**src/rtl/shifter_pkg.sv**
```systemverilog
// Shared definitions for the Shifter datapath: FSM encoding and a constant
// clog2 so count widths are derived the same way in every block.
package shifter_pkg;

   typedef enum logic [1:0] {
      ST_IDLE  = 2'd0,
      ST_SHIFT = 2'd1,
      ST_DONE  = 2'd2
   } state_e;

   function automatic int clog2(input int v);
      int r;
      int x;
      r = 0;
      x = v - 1;
      while (x > 0) begin
         r++;
         x = x >> 1;
      end
      return r;
   endfunction

endpackage

```
**src/rtl/serial_shifter_if.sv**
```systemverilog
// Load handshake between a word source (master) and the serial shifter (slave).
interface serial_shifter_if #(
   parameter int WIDTH = 8,
   parameter int CNT_W = 4
);
   logic             load_valid;
   logic             load_ready;
   logic [WIDTH-1:0] load_data;
   logic [CNT_W-1:0] load_count;

   modport master (output load_valid, load_data, load_count, input load_ready);
   modport slave  (input load_valid, load_data, load_count, output load_ready);
endinterface

```
**src/rtl/serial_shifter.sv**
```systemverilog
// Parallel-in/serial-out shifter: shifts one bit per shift_en-high edge and
// pulses done for one cycle after the programmed number of bits has left.
module serial_shifter
   import shifter_pkg::*;
#(
   parameter int WIDTH     = 8,
   parameter int CNT_W     = clog2(WIDTH + 1),
   parameter bit MSB_FIRST = 1'b1
) (
   input  logic             clk,
   input  logic             reset,
   serial_shifter_if.slave  ld,
   input  logic             shift_en,
   output logic             sdata,
   output logic             sdata_valid,
   output logic             busy,
   output logic             done,
   output logic [CNT_W-1:0] remaining
);

   state_e           state, state_nxt;
   logic [WIDTH-1:0] shreg;
   logic [WIDTH-1:0] shreg_sh;
   logic [CNT_W-1:0] count_clamped;
   logic             out_bit;

   assign count_clamped = (ld.load_count > CNT_W'(WIDTH)) ? CNT_W'(WIDTH) : ld.load_count;

   always_comb begin
      shreg_sh = '0;
      out_bit  = 1'b0;
      if (MSB_FIRST) begin
         shreg_sh = {shreg[WIDTH-2:0], 1'b0};
         out_bit  = shreg[WIDTH-1];
      end else begin
         shreg_sh = {1'b0, shreg[WIDTH-1:1]};
         out_bit  = shreg[0];
      end
   end

   // state register plus the datapath it qualifies
   always_ff @(posedge clk or posedge reset) begin
      if (reset) begin
         state     <= ST_IDLE;
         shreg     <= '0;
         remaining <= '0;
      end else begin
         state <= state_nxt;
         case (state)
            ST_IDLE: begin
               if (ld.load_valid) begin
                  shreg     <= ld.load_data;
                  remaining <= count_clamped;
               end
            end
            ST_SHIFT: begin
               if (shift_en && (remaining != '0)) begin
                  shreg     <= shreg_sh;
                  remaining <= remaining - 1'b1;
               end
            end
            default: ;
         endcase
      end
   end

   always_comb begin
      state_nxt = state;
      case (state)
         ST_IDLE: begin
            if (ld.load_valid)
               state_nxt = (count_clamped == '0) ? ST_DONE : ST_SHIFT;
         end
         ST_SHIFT: begin
            // remaining==0 is unreachable here; treat it as finished rather than stall
            if (remaining == '0 || (shift_en && remaining == CNT_W'(1)))
               state_nxt = ST_DONE;
         end
         ST_DONE:  state_nxt = ST_IDLE;
         default:  state_nxt = ST_IDLE;
      endcase
   end

   always_comb begin
      ld.load_ready = 1'b0;
      sdata         = 1'b0;
      sdata_valid   = 1'b0;
      busy          = 1'b0;
      done          = 1'b0;
      case (state)
         ST_IDLE:  ld.load_ready = 1'b1;
         ST_SHIFT: begin
            sdata       = out_bit;
            sdata_valid = shift_en;
            busy        = 1'b1;
         end
         ST_DONE: begin
            busy = 1'b1;
            done = 1'b1;
         end
         default: ;
      endcase
   end

endmodule

```
**src/flat_wrapper.sv**
```systemverilog
// flat-port wrapper written by rule: the top's interface ports become plain ports
module serial_shifter_flat import shifter_pkg::*;
#(
   parameter int WIDTH     = 8,
   parameter int CNT_W     = clog2(WIDTH + 1),
   parameter bit MSB_FIRST = 1'b1
)
  (clk, reset, shift_en, sdata, sdata_valid, busy, done, remaining, ld_load_valid, ld_load_data, ld_load_count, ld_load_ready);
  serial_shifter_if #(.WIDTH(WIDTH), .CNT_W(CNT_W)) ld_i ();
  input  logic clk;
  input  logic reset;
  input  logic shift_en;
  output logic sdata;
  output logic sdata_valid;
  output logic busy;
  output logic done;
  output logic [CNT_W-1:0] remaining;
  input wire logic [$bits(ld_i.load_valid)-1:0] ld_load_valid;
  input wire logic [$bits(ld_i.load_data)-1:0] ld_load_data;
  input wire logic [$bits(ld_i.load_count)-1:0] ld_load_count;
  output wire logic [$bits(ld_i.load_ready)-1:0] ld_load_ready;
  assign ld_i.load_valid = ld_load_valid;
  assign ld_i.load_data = ld_load_data;
  assign ld_i.load_count = ld_load_count;
  assign ld_load_ready = ld_i.load_ready;
  serial_shifter #(.WIDTH(WIDTH), .CNT_W(CNT_W), .MSB_FIRST(MSB_FIRST)) u_core (.clk(clk), .reset(reset), .ld(ld_i), .shift_en(shift_en), .sdata(sdata), .sdata_valid(sdata_valid), .busy(busy), .done(done), .remaining(remaining));
endmodule
```
**config.mk**
```make
export PLATFORM = sky130hd
export DESIGN_NAME = serial_shifter_flat
export DESIGN_NICKNAME = d
export VERILOG_FILES = /design/src/rtl/shifter_pkg.sv /design/src/rtl/serial_shifter_if.sv /design/src/rtl/serial_shifter.sv /design/src/flat_wrapper.sv
export SDC_FILE = /design/constraint.sdc
export NUM_CORES = 1
export LEC_CHECK = 0
export CELL_PAD_IN_SITES_DETAIL_PLACEMENT = 1
export CELL_PAD_IN_SITES_GLOBAL_PLACEMENT = 1
export CORE_MARGIN = 5
export CORE_UTILIZATION = 35
export DETAILED_ROUTE_END_ITERATION = 10
export PLACE_DENSITY_LB_ADDON = 0.1
export SYNTH_ARGS = -nofsm -noshare
export SYNTH_HDL_FRONTEND = slang
export SYNTH_SLANG_ARGS = --single-unit
```
**constraint.sdc**
```tcl
create_clock -name clk -period 2.55 [get_ports clk]
set_clock_uncertainty 0.2 [all_clocks]
set_input_delay 0.6375 -clock clk [delete_from_list [all_inputs] [get_ports clk]]
set_output_delay 0.6375 -clock clk [all_outputs]
set_load 0.02 [all_outputs]
```
==> metrics.md, run 1 <==
| Metric | Value |
|---|---|
| Reg-to-reg critical path startpoint | `u_core.state[1]` |
| Mapped cell area | `around 900 sq um` |
| Clock transition at the registers of the reported paths | `roughly 0.080 ns` |
| Area Overhead vs Synth | `40.31%` |
| Via/cell ratio | `a little over 5` |
| Worst r2r path cells | `7` |
| Max VDD drop | `0.0005178 V` |
| Final hold vios | `0` |
| Post-synth EDFFs | `0` |
| Hold Path Sink | `u_core.shreg[5]` |
| Synth Area in Simple Gates | `roughly 14%` |
| Synth cell types | `37` |
| FF-to-FF setup slack | `roughly 0.44 ns` |
| Outcome | `finished, final reports clean` |
| Total GRT Usage | `12.98%` |
| Seq cells post-synth | `14` |
| Worst-Skew Late Latency | `between 0.2 and 0.3 ns` |
| RSZ-0062 raised after global routing | `false` |
| Sequential share of power | `between 20 and 30%` |
| Max-cap violations | `0` |
| I/O Buffers | `24` |
| Final Util | `between 50% and 60%` |
| GRT Residual Overflow | `0` |
| Seq/Total Area, Yosys | `between 30% and 40%` |
| Crit Path Class | `primary input to primary output` |
| Power per cell area | `around 1100 nW/um^2` |
| Switching Share | `between 30% and 40%` |
| Synth Area in XOR/XNOR | `0%` |
| Reg2reg end | `u_core.shreg[7]` |
| Setup TNS Final | `0 ns` |
| Adder-cell share of the synthesized area | `about 7.0%` |
| Row cnt | `18` |
| Clock network fraction of design power | `~11%` |
| Fillcell total | `277` |
| Top_reg_cell synth | `dfrtp_1` |
| Slew headroom | `66.75%` |
| First-pass GRT wire length | `approximately 3.6 mm` |
| Min-Delay Startpoint | `u_core.shreg[5]` |
| Die ar. | `3675 sq um` |
| GPL Wtd Cong | `approximately 0.71` |
| Power Internal | `0.0008695 W` |
| Post-Route WL | `around 2.1 mm` |
| Die Width | `just over 60 um` |
| Final nets | `between 100 and 150` |
| Most common cell after layout, fill and taps aside | `clkdlybuf4s50_1` |
| Die H | `about 61 um` |
| Core Area | `2455 sq um` |
| P_leak | `approximately 0.57 nW` |
| Initial antenna violation count | `0` |
| NetSw | `0.0005712 W` |
| Synth Net Count | `between 100 and 150` |
| Drt pass-1 iters | `4` |
| CTS Buffer Depth | `2` |
| Critical path endpoint category | `primary output` |
| Highest Clock Rate | `slightly above 400 MHz` |
| H-tree depth | `1` |
| Tmin final | `around 2.4 ns` |
| Starting Density | `between 30% and 40%` |
| Type of origin of the critical path | `primary input` |
| Largest family of logic cells by synthesized area | `multiplexers` |
| Arr. time, crit path | `around 1.6 ns` |
| Fin crit share | `between 90% and 100%` |
| Post-synth ARST share | `100.0%` |
| Detailed-route via count | `between 700 and 800` |
| ANT nets after route | `0` |
| CTS Root Cell | `clkbuf_4` |
| Worst Path Required | `between 1.5 and 2 ns` |
| Worst-path fanout max | `2` |
| CTS sink count | `14` |
| TritonCTS buffer count | `3` |
| Avg Inst Size Synth | `10.81 sq um` |
| Setup Fix Bufs, Post-CTS | `0` |
| Hold depth | `1` |
| Most frequent cells in the layout | `clkdlybuf4s50_1 (20), mux2_2 (14), dfrtp_1 (14), inv_1 (9), buf_4 (8)` |
| IO Pins | `25` |
| Comb pwr share | `around three fifths` |
| DR iter-0 viols | `5` |
| Post-detail-place hpwl | `~1.7 mm` |
| Antenna diodes | `0` |
| Cell count after synthesis | `83` |
| Worst-Margin Slew | `between 0.4 and 0.5 ns` |
| Post-synthesis compound-gate area fraction | `between 10% and 20%` |
| TritonCTS clock tree | `done` |
| Largest net degree at the start of global routing | `15` |
| Yosys warning count | `0` |
| Routed wire per std cell | `between 10 and 15 um` |
| Post-synthesis mux area share | `between 10% and 20%` |
| Share of layout cells above drive strength 1 | `between 20% and 30%` |
| Tightest Hold Check Type | `register to register` |
| Fin. max-slew vios | `0` |
| Final setup violating endpoints | `0` |
| # DRC | `0` |
| Vias in the first global route | `800` |
[state kept, by name (all words and copies together) (netlist names)]
| name | count |
|---|---|
| u_core.remaining | 4 |
| u_core.shreg | 8 |
| u_core.state | 2 |
[critical path, stage by stage]
cell             delay [ns]
clkdlybuf4s50_1        0.48
nand2_1                0.08
inv_1                  0.05
dlygate4sd2_1          0.32
[cell type report]
class	count	area, sq um	area share (%)
well taps	30	37.54	2.982
repair buffers	32	302.8	24.06
clock buffers	4	36.28	2.883
multi-input cells	57	498.0	39.56
flip-flops and latches	14	350.3	27.83
inverters	9	33.78	2.684
[power by group through the flow]
stage          Clock, W  Sequential (W)  Combinational (W)
2_1_floorplan         0        0.000440           0.000555
3_3_place_gp          0        0.000419           0.000871
3_5_place_dp          0        0.000428           0.000880
4_1_cts        0.000156        0.000424           0.000881
5_1_grt        0.000178        0.000444           0.000948
6_report       0.000156        0.000424           0.000860
[cells in the mapped netlist (all sizes together), types with 2 or more instances]
| master | n | area share, % |
|---|---|---|
| nand2 | 4 | 1.7 |
| ha | 5 | 7.0 |
| nor3b | 3 | 2.5 |
| dfrtp | 14 | 39 |
| nor3 | 2 | 1.1 |
| inv | 9 | 3.8 |
| a21oi | 2 | 1.5 |
| buf | 3 | 2.0 |
| nor2b | 2 | 1.7 |
| mux2 | 14 | 18 |
| o21ai | 2 | 1.1 |
[metrics by stage]
| stage | hold WS (ns) | instances | instance area (sq um) | power [W] | worst slack [ns] |
|---|---|---|---|---|---|
| after floorplan | 0.2720 | 83 | 897.1 | 0.0009953 | 0.4617 |
| after global placement | 0.2807 | 142 | 1217 | 0.001290 | -0.1139 |
| after detailed placement | 0.2934 | 142 | 1217 | 0.001308 | -0.1337 |
| after CTS | 0.3122 | 146 | 1254 | 0.001462 | 0.002880 |
| after global routing | 0.3275 | 146 | 1259 | 0.001570 | 0.07743 |
| final | 0.3085 | 146 | 1259 | 0.001441 | 0.1447 |
[what timing repair did]
item	4_1_cts	5_1_grt
hold buffers	0	0
setup endpoints to repair	2	2
resized for setup	3	2
[metal layers]
layer / up-vias / track usage [%] / share of wire, %
met2: 17 / 22.29 / 48
li1: 368 / - / -
met1: 351 / 16.93 / 47
met3: 0 / 2.553 / 4.7
met5: - / 0 / 0
met4: 0 / 2.786 / 0
[cells by family after synthesis]
family | after synthesis
muxes | 15
AOI/OAI and AO/OA | 17
and+or+nand+nor | 20
buffers and inverters | 12
adders and majority gates | 5
DFF | 14
[worst max path at each step]
stage               cells after the start            start             to
detailed placement                      4         shift_en    sdata_valid
CTS                                     3  u_core.state[1]  ld_load_ready
floorplan                               5  u_core.state[1]          sdata
global route                            3  u_core.state[0]           done
finish                                  4         shift_en    sdata_valid
global placement                        4         shift_en    sdata_valid
Power figures use the tool's default switching activity.
==> run 2, diff against run 1 <==
- CORE_MARGIN: 5 -> 3
==> metrics.md, run 2 (synthesis results as in run 1) <==
| Metric | Value |
|---|---|
| Hold buffers post-CTS | `0 (unchanged)` |
| CTS Root Cell | `clkbuf_4 (unchanged)` |
| Power per cell area | `1144 nW/um^2 (was 1145 nW/um^2)` |
| Final setup violating endpoints | `0 (unchanged)` |
| Design area | `1252 sq um (was 1259 sq um)` |
| CTS resizes | `3 (unchanged)` |
| Crit Path Class | `register to primary output (was primary input to primary output)` |
| GRT Residual Overflow | `0 (unchanged)` |
| Most common cell after layout, fill and taps aside | `clkdlybuf4s50_1 (unchanged)` |
| TritonCTS clock tree | `done (unchanged)` |
| Outcome | `finished, final reports clean (unchanged)` |
| Core Area | `2318 sq um (was 2455 sq um)` |
| Drt pass-1 iters | `4 (unchanged)` |
| Fin crit share | `96.67% (was 94.33%)` |
| TritonCTS buffer count | `3 (unchanged)` |
| Max FFs per register | `8 (unchanged)` |
| Share of layout cells above drive strength 1 | `27.35% (was 26.72%)` |
| Power, Total | `0.001433 W (was 0.001441 W)` |
| Highest Clock Rate | `405.6 MHz (was 415.7 MHz)` |
| Fin. max-slew vios | `0 (unchanged)` |
| Tmin final | `2.465 ns (was 2.405 ns)` |
| Routed wire per std cell | `14.68 um (was 14.47 um)` |
| First-pass GRT wire length | `3.691 mm (was 3.615 mm)` |
| Initial antenna violation count | `0 (unchanged)` |
| Die Width | `56.63 um (was 60.63 um)` |
| Row cnt | `17 (was 18)` |
| IO Pins | `25 (unchanged)` |
| Largest net degree at the start of global routing | `15 (unchanged)` |
| Arr. time, crit path | `1.63 ns (was 1.57 ns)` |
| Post-Route WL | `2.129 mm (was 2.113 mm)` |
| CTS sink count | `14 (unchanged)` |
| Setup Fix Bufs, Post-CTS | `0 (unchanged)` |
| Largest Register | `u_core.shreg (unchanged)` |
| GPL Wtd Cong | `0.7190 (was 0.7061)` |
| Area Overhead vs Synth | `39.61% (was 40.31%)` |
| CTS Buffer Depth | `2 (unchanged)` |
| Clock transition at the registers of the reported paths | `0.08 ns (about the same)` |
| Max VDD drop | `0.0005828 V (was 0.0005178 V)` |
| Die ar. | `3206 sq um (was 3675 sq um)` |
| Critical path endpoint category | `primary output (unchanged)` |
| Max-cap violations | `0 (unchanged)` |
| ANT nets after route | `0 (unchanged)` |
| Tightest Hold Check Type | `register to register (unchanged)` |
| I/O Buffers | `24 (unchanged)` |
| RSZ-0062 raised after global routing | `false (unchanged)` |
| Total GRT Usage | `14.65% (was 12.98%)` |
| Area after DPL | `1230 sq um (was 1217 sq um)` |
| Worst-Margin Slew | `0.5377 ns (was 0.4982 ns)` |
| Post-detail-place hpwl | `1.738 mm (was 1.719 mm)` |
| Starting Density | `38.69% (was 36.54%)` |
| DR iter-0 viols | `10 (was 5)` |
| Final hold slack | `0.3065 ns (was 0.3085 ns)` |
| Antenna diodes | `0 (unchanged)` |
| Die H | `56.63 um (was 60.63 um)` |
| Worst-Skew Late Latency | `0.28 ns (was 0.27 ns)` |
| Via/cell ratio | `5.297 (was 5.041)` |
| Detailed-route via count | `768 (was 736)` |
| Type of origin of the critical path | `register (was primary input)` |
| Most frequent cells in the layout | `clkdlybuf4s50_1 (22), mux2_2 (14), dfrtp_1 (14), buf_4 (10), inv_1 (9) (was clkdlybuf4s50_1 (20), mux2_2 (14), dfrtp_1 (14), inv_1 (9), buf_4 (8))` |
| Worst Path Required | `1.71 ns (about the same)` |
| # DRC | `0 (unchanged)` |
| Vias in the first global route | `828 (was 800)` |
| Slew headroom | `64.11% (was 66.75%)` |
| Biggest regs | `u_core.shreg: 8 flops, u_core.remaining: 4 flops, u_core.state: 2 flops (unchanged)` |
| Final hold vios | `0 (unchanged)` |
| P_leak | `0.5496 nW (was 0.5667 nW)` |
| H-tree depth | `1 (unchanged)` |
| Final nets | `140 (was 138)` |
| Worst-path fanout max | `4 (was 2)` |
==> run 2: per-layer routing <==
metal / vias to the layer above / global-route usage (%) / routed length, um
li1: 371 / - / -
met1: 372 / 19.03 / 1004
met4: 0 / 3.051 / 12
met5: - / 0 / 0
met2: 23 / 23.43 / 977
met3: 2 / 5.057 / 133
==> run 2: through the flow <==
stage	instances	setup WS [ns]	TNS, ns	utilization (%)
2_1_floorplan	83	0.4617	0	-
3_3_place_gp	142	-0.1206	-0.1206	53.05
3_5_place_dp	142	-0.1452	-0.1452	53.05
4_1_cts	145	0.06175	0	54.02
5_1_grt	145	0.02040	0	54.02
6_report	145	0.08480	0	54.02
==> run 2: final timing paths <==
path | startpoint | end | slack (ns) | depth (start not counted)
hold reg to reg | u_core.shreg[6] | u_core.shreg[6] | 0.31 | 1
hold / removal | u_core.shreg[6] | u_core.shreg[6] | 0.31 | 1
setup / recovery | u_core.state[0] | busy | 0.08 | 3
min in group asynchronous | reset | u_core.shreg[2] | 0.50 | 2
max in group asynchronous | reset | u_core.remaining[0] | 1.29 | 2
setup reg to reg | u_core.state[0] | u_core.shreg[7] | 0.39 | 7
==> run 2: critical path, stage by stage, from the launching register on <==
cell             delay [ns]
dfrtp_1                0.40
inv_1                  0.08
ha_1                   0.28
clkdlybuf4s50_1        0.59
==> run 2: report_power, final <==
part           switching [W]  internal (W)
Clock              0.0000680     0.0000547
Sequential         0.0000871      0.000335
Combinational       0.000418      0.000471
==> run 2: area by class of cell <==
class / instances / area (sq um)
Multi-Input combinational cell: 57 / 498.0
Timing Repair Buffer: 34 / 312.8
Inverter: 9 / 33.78
Fill cell: 261 / 1066
Sequential cell: 14 / 350.3
Clock buffer: 3 / 22.52
Tap cell: 28 / 35.03
==> run 3, diff against run 2 <==
- CORE_ASPECT_RATIO: unset -> 0.8
==> metrics.md, run 3 (synthesis results as in run 1) <==
| Metric | Value |
|---|---|
| Outcome | `finished, final reports clean (unchanged)` |
| Largest Register | `u_core.shreg (unchanged)` |
| # DRC | `0 (unchanged)` |
| Biggest regs | `u_core.shreg: 8 flops, u_core.remaining: 4 flops, u_core.state: 2 flops (unchanged)` |
| Worst-Margin Slew | `0.5490 ns (was 0.5377 ns)` |
| Most frequent cells in the layout | `clkdlybuf4s50_1 (22), mux2_2 (14), dfrtp_1 (14), buf_4 (10), inv_1 (9) (unchanged)` |
| Total GRT Usage | `14.58% (was 14.65%)` |
| CTS sink count | `14 (unchanged)` |
| CTS Root Cell | `clkbuf_4 (unchanged)` |
| Power per cell area | `1147 nW/um^2 (was 1144 nW/um^2)` |
| Crit Path Class | `register to primary output (unchanged)` |
| TritonCTS buffer count | `3 (unchanged)` |
| DR iter-0 viols | `9 (was 10)` |
| I/O Buffers | `24 (unchanged)` |
| Initial antenna violation count | `0 (unchanged)` |
| ANT nets after route | `0 (unchanged)` |
| GPL Wtd Cong | `0.7828 (was 0.7190)` |
| TritonCTS clock tree | `done (unchanged)` |
| Tmin final | `2.466 ns (was 2.465 ns)` |
| Starting Density | `39.18% (was 38.69%)` |
| Vias in the first global route | `778 (was 828)` |
| CTS resizes | `2 (was 3)` |
| Antenna diodes | `0 (unchanged)` |
| Worst Path Required | `1.71 ns (about the same)` |
| Via/cell ratio | `5.086 (was 5.297)` |
| Max-cap violations | `0 (unchanged)` |
| Worst-path fanout max | `4 (unchanged)` |
| Clock transition at the registers of the reported paths | `0.08 ns (about the same)` |
| First-pass GRT wire length | `3.629 mm (was 3.691 mm)` |
| Row cnt | `15 (was 17)` |
| Core Area | `2290 sq um (was 2318 sq um)` |
| Final nets | `140 (unchanged)` |
| FF-to-FF setup slack | `0.38 ns (was 0.39 ns)` |
| Type of origin of the critical path | `register (unchanged)` |
| P_leak | `0.5507 nW (was 0.5496 nW)` |
| Post-Route WL | `2.125 mm (was 2.129 mm)` |
| Placed Cells incl. Taps | `148 (was 142)` |
| Arr. time, crit path | `1.63 ns (about the same)` |
| Tightest Hold Check Type | `register to register (unchanged)` |
| Max FFs per register | `8 (unchanged)` |
| Final setup violating endpoints | `0 (unchanged)` |
| Highest Clock Rate | `405.5 MHz (was 405.6 MHz)` |
| Share of layout cells above drive strength 1 | `26.50% (was 27.35%)` |
| RSZ-0062 raised after global routing | `false (unchanged)` |
| CTS Buffer Depth | `2 (unchanged)` |
| Fin crit share | `96.70% (was 96.67%)` |
| Largest net degree at the start of global routing | `15 (unchanged)` |
| Detailed-route via count | `768 (unchanged)` |
| Fillcell total | `272 (was 261)` |
| Routed wire per std cell | `14.07 um (was 14.68 um)` |
| Most common cell after layout, fill and taps aside | `clkdlybuf4s50_1 (unchanged)` |
| Die Width | `62.61 um (was 56.63 um)` |
| Final Util | `54.92% (was 54.02%)` |
| Hold depth | `1 (unchanged)` |
| Final Non-Filler Cells | `151 (was 145)` |
| Post-detail-place hpwl | `1.777 mm (was 1.738 mm)` |
| Worst r2r path cells | `7 (unchanged)` |
| Setup Fix Bufs, Post-CTS | `0 (unchanged)` |
| GRT Residual Overflow | `0 (unchanged)` |
| Die ar. | `3210 sq um (was 3206 sq um)` |
| Die H | `51.28 um (was 56.63 um)` |
| Slew headroom | `63.36% (was 64.11%)` |
| Final hold vios | `0 (unchanged)` |
| Hold buffers post-CTS | `0 (unchanged)` |
| Setup TNS Final | `0 ns (unchanged)` |
| H-tree depth | `1 (unchanged)` |
| Max VDD drop | `0.0005730 V (was 0.0005828 V)` |
| Area Overhead vs Synth | `40.17% (was 39.61%)` |
| Fin. max-slew vios | `0 (unchanged)` |
| Drt pass-1 iters | `4 (unchanged)` |
| Critical path endpoint category | `primary output (unchanged)` |
| Worst-Skew Late Latency | `0.28 ns (about the same)` |
| IO Pins | `25 (unchanged)` |
## run 3: cell counts in the layout (fill, tap and decap cells not counted)
Identical to the previous run, type by type.
## run 3: path summary, 6_finish.rpt
kind                                 start                   to
setup / recovery           u_core.state[0]                 busy
hold / removal             u_core.shreg[7]      u_core.shreg[7]
setup reg to reg           u_core.state[0]      u_core.shreg[6]
hold reg to reg            u_core.shreg[7]      u_core.shreg[7]
max in group asynchronous            reset  u_core.remaining[3]
min in group asynchronous            reset      u_core.shreg[4]
## run 3: where the power goes
group	switching (W)	total (W)	internal, W	leakage [nW]
logic	0.000423	0.000899	0.000476	0.367
clock network	0.0000690	0.000124	0.0000548	0.0138
registers	0.0000845	0.000419	0.000335	0.170
## run 3: layout make-up
| class | instances | area (sq um) | share of cell area (%) |
|---|---|---|---|
| Sequential cell | 14 | 350.3 | 27.86 |
| Timing Repair Buffer | 34 | 312.8 | 24.88 |
| Clock buffer | 3 | 22.52 | 1.791 |
| Inverter | 9 | 33.78 | 2.687 |
| Multi-Input combinational cell | 57 | 495.5 | 39.40 |
| Tap cell | 34 | 42.54 | 3.383 |
## run 3: critical path, stage by stage (launching register included)
cell,delay (ns)
dfrtp_1,0.40
inv_1,0.08
ha_1,0.28
clkdlybuf4s50_1,0.59
## run 3: through the flow
| step | total power, W | hold slack (ns) | instance area (sq um) | setup slack [ns] |
|---|---|---|---|---|
| CTS | 0.001464 | 0.3113 | 1257 | 0.06199 |
| global placement | 0.001312 | 0.2836 | 1237 | -0.1933 |
| floorplan | 0.0009953 | 0.2720 | 897.1 | 0.4617 |
| finish | 0.001442 | 0.3058 | 1257 | 0.08404 |
| global route | 0.001566 | 0.3281 | 1257 | 0.01308 |
| detailed placement | 0.001336 | 0.2928 | 1237 | -0.1837 |
## run 3: per-layer routing
metal	GRT usage, %	up-vias	routed length (um)
li1	-	376	-
met1	17.90	375	1002
met2	25.13	15	1008
met3	5.275	2	102
met4	2.198	0	12
met5	0	-	0
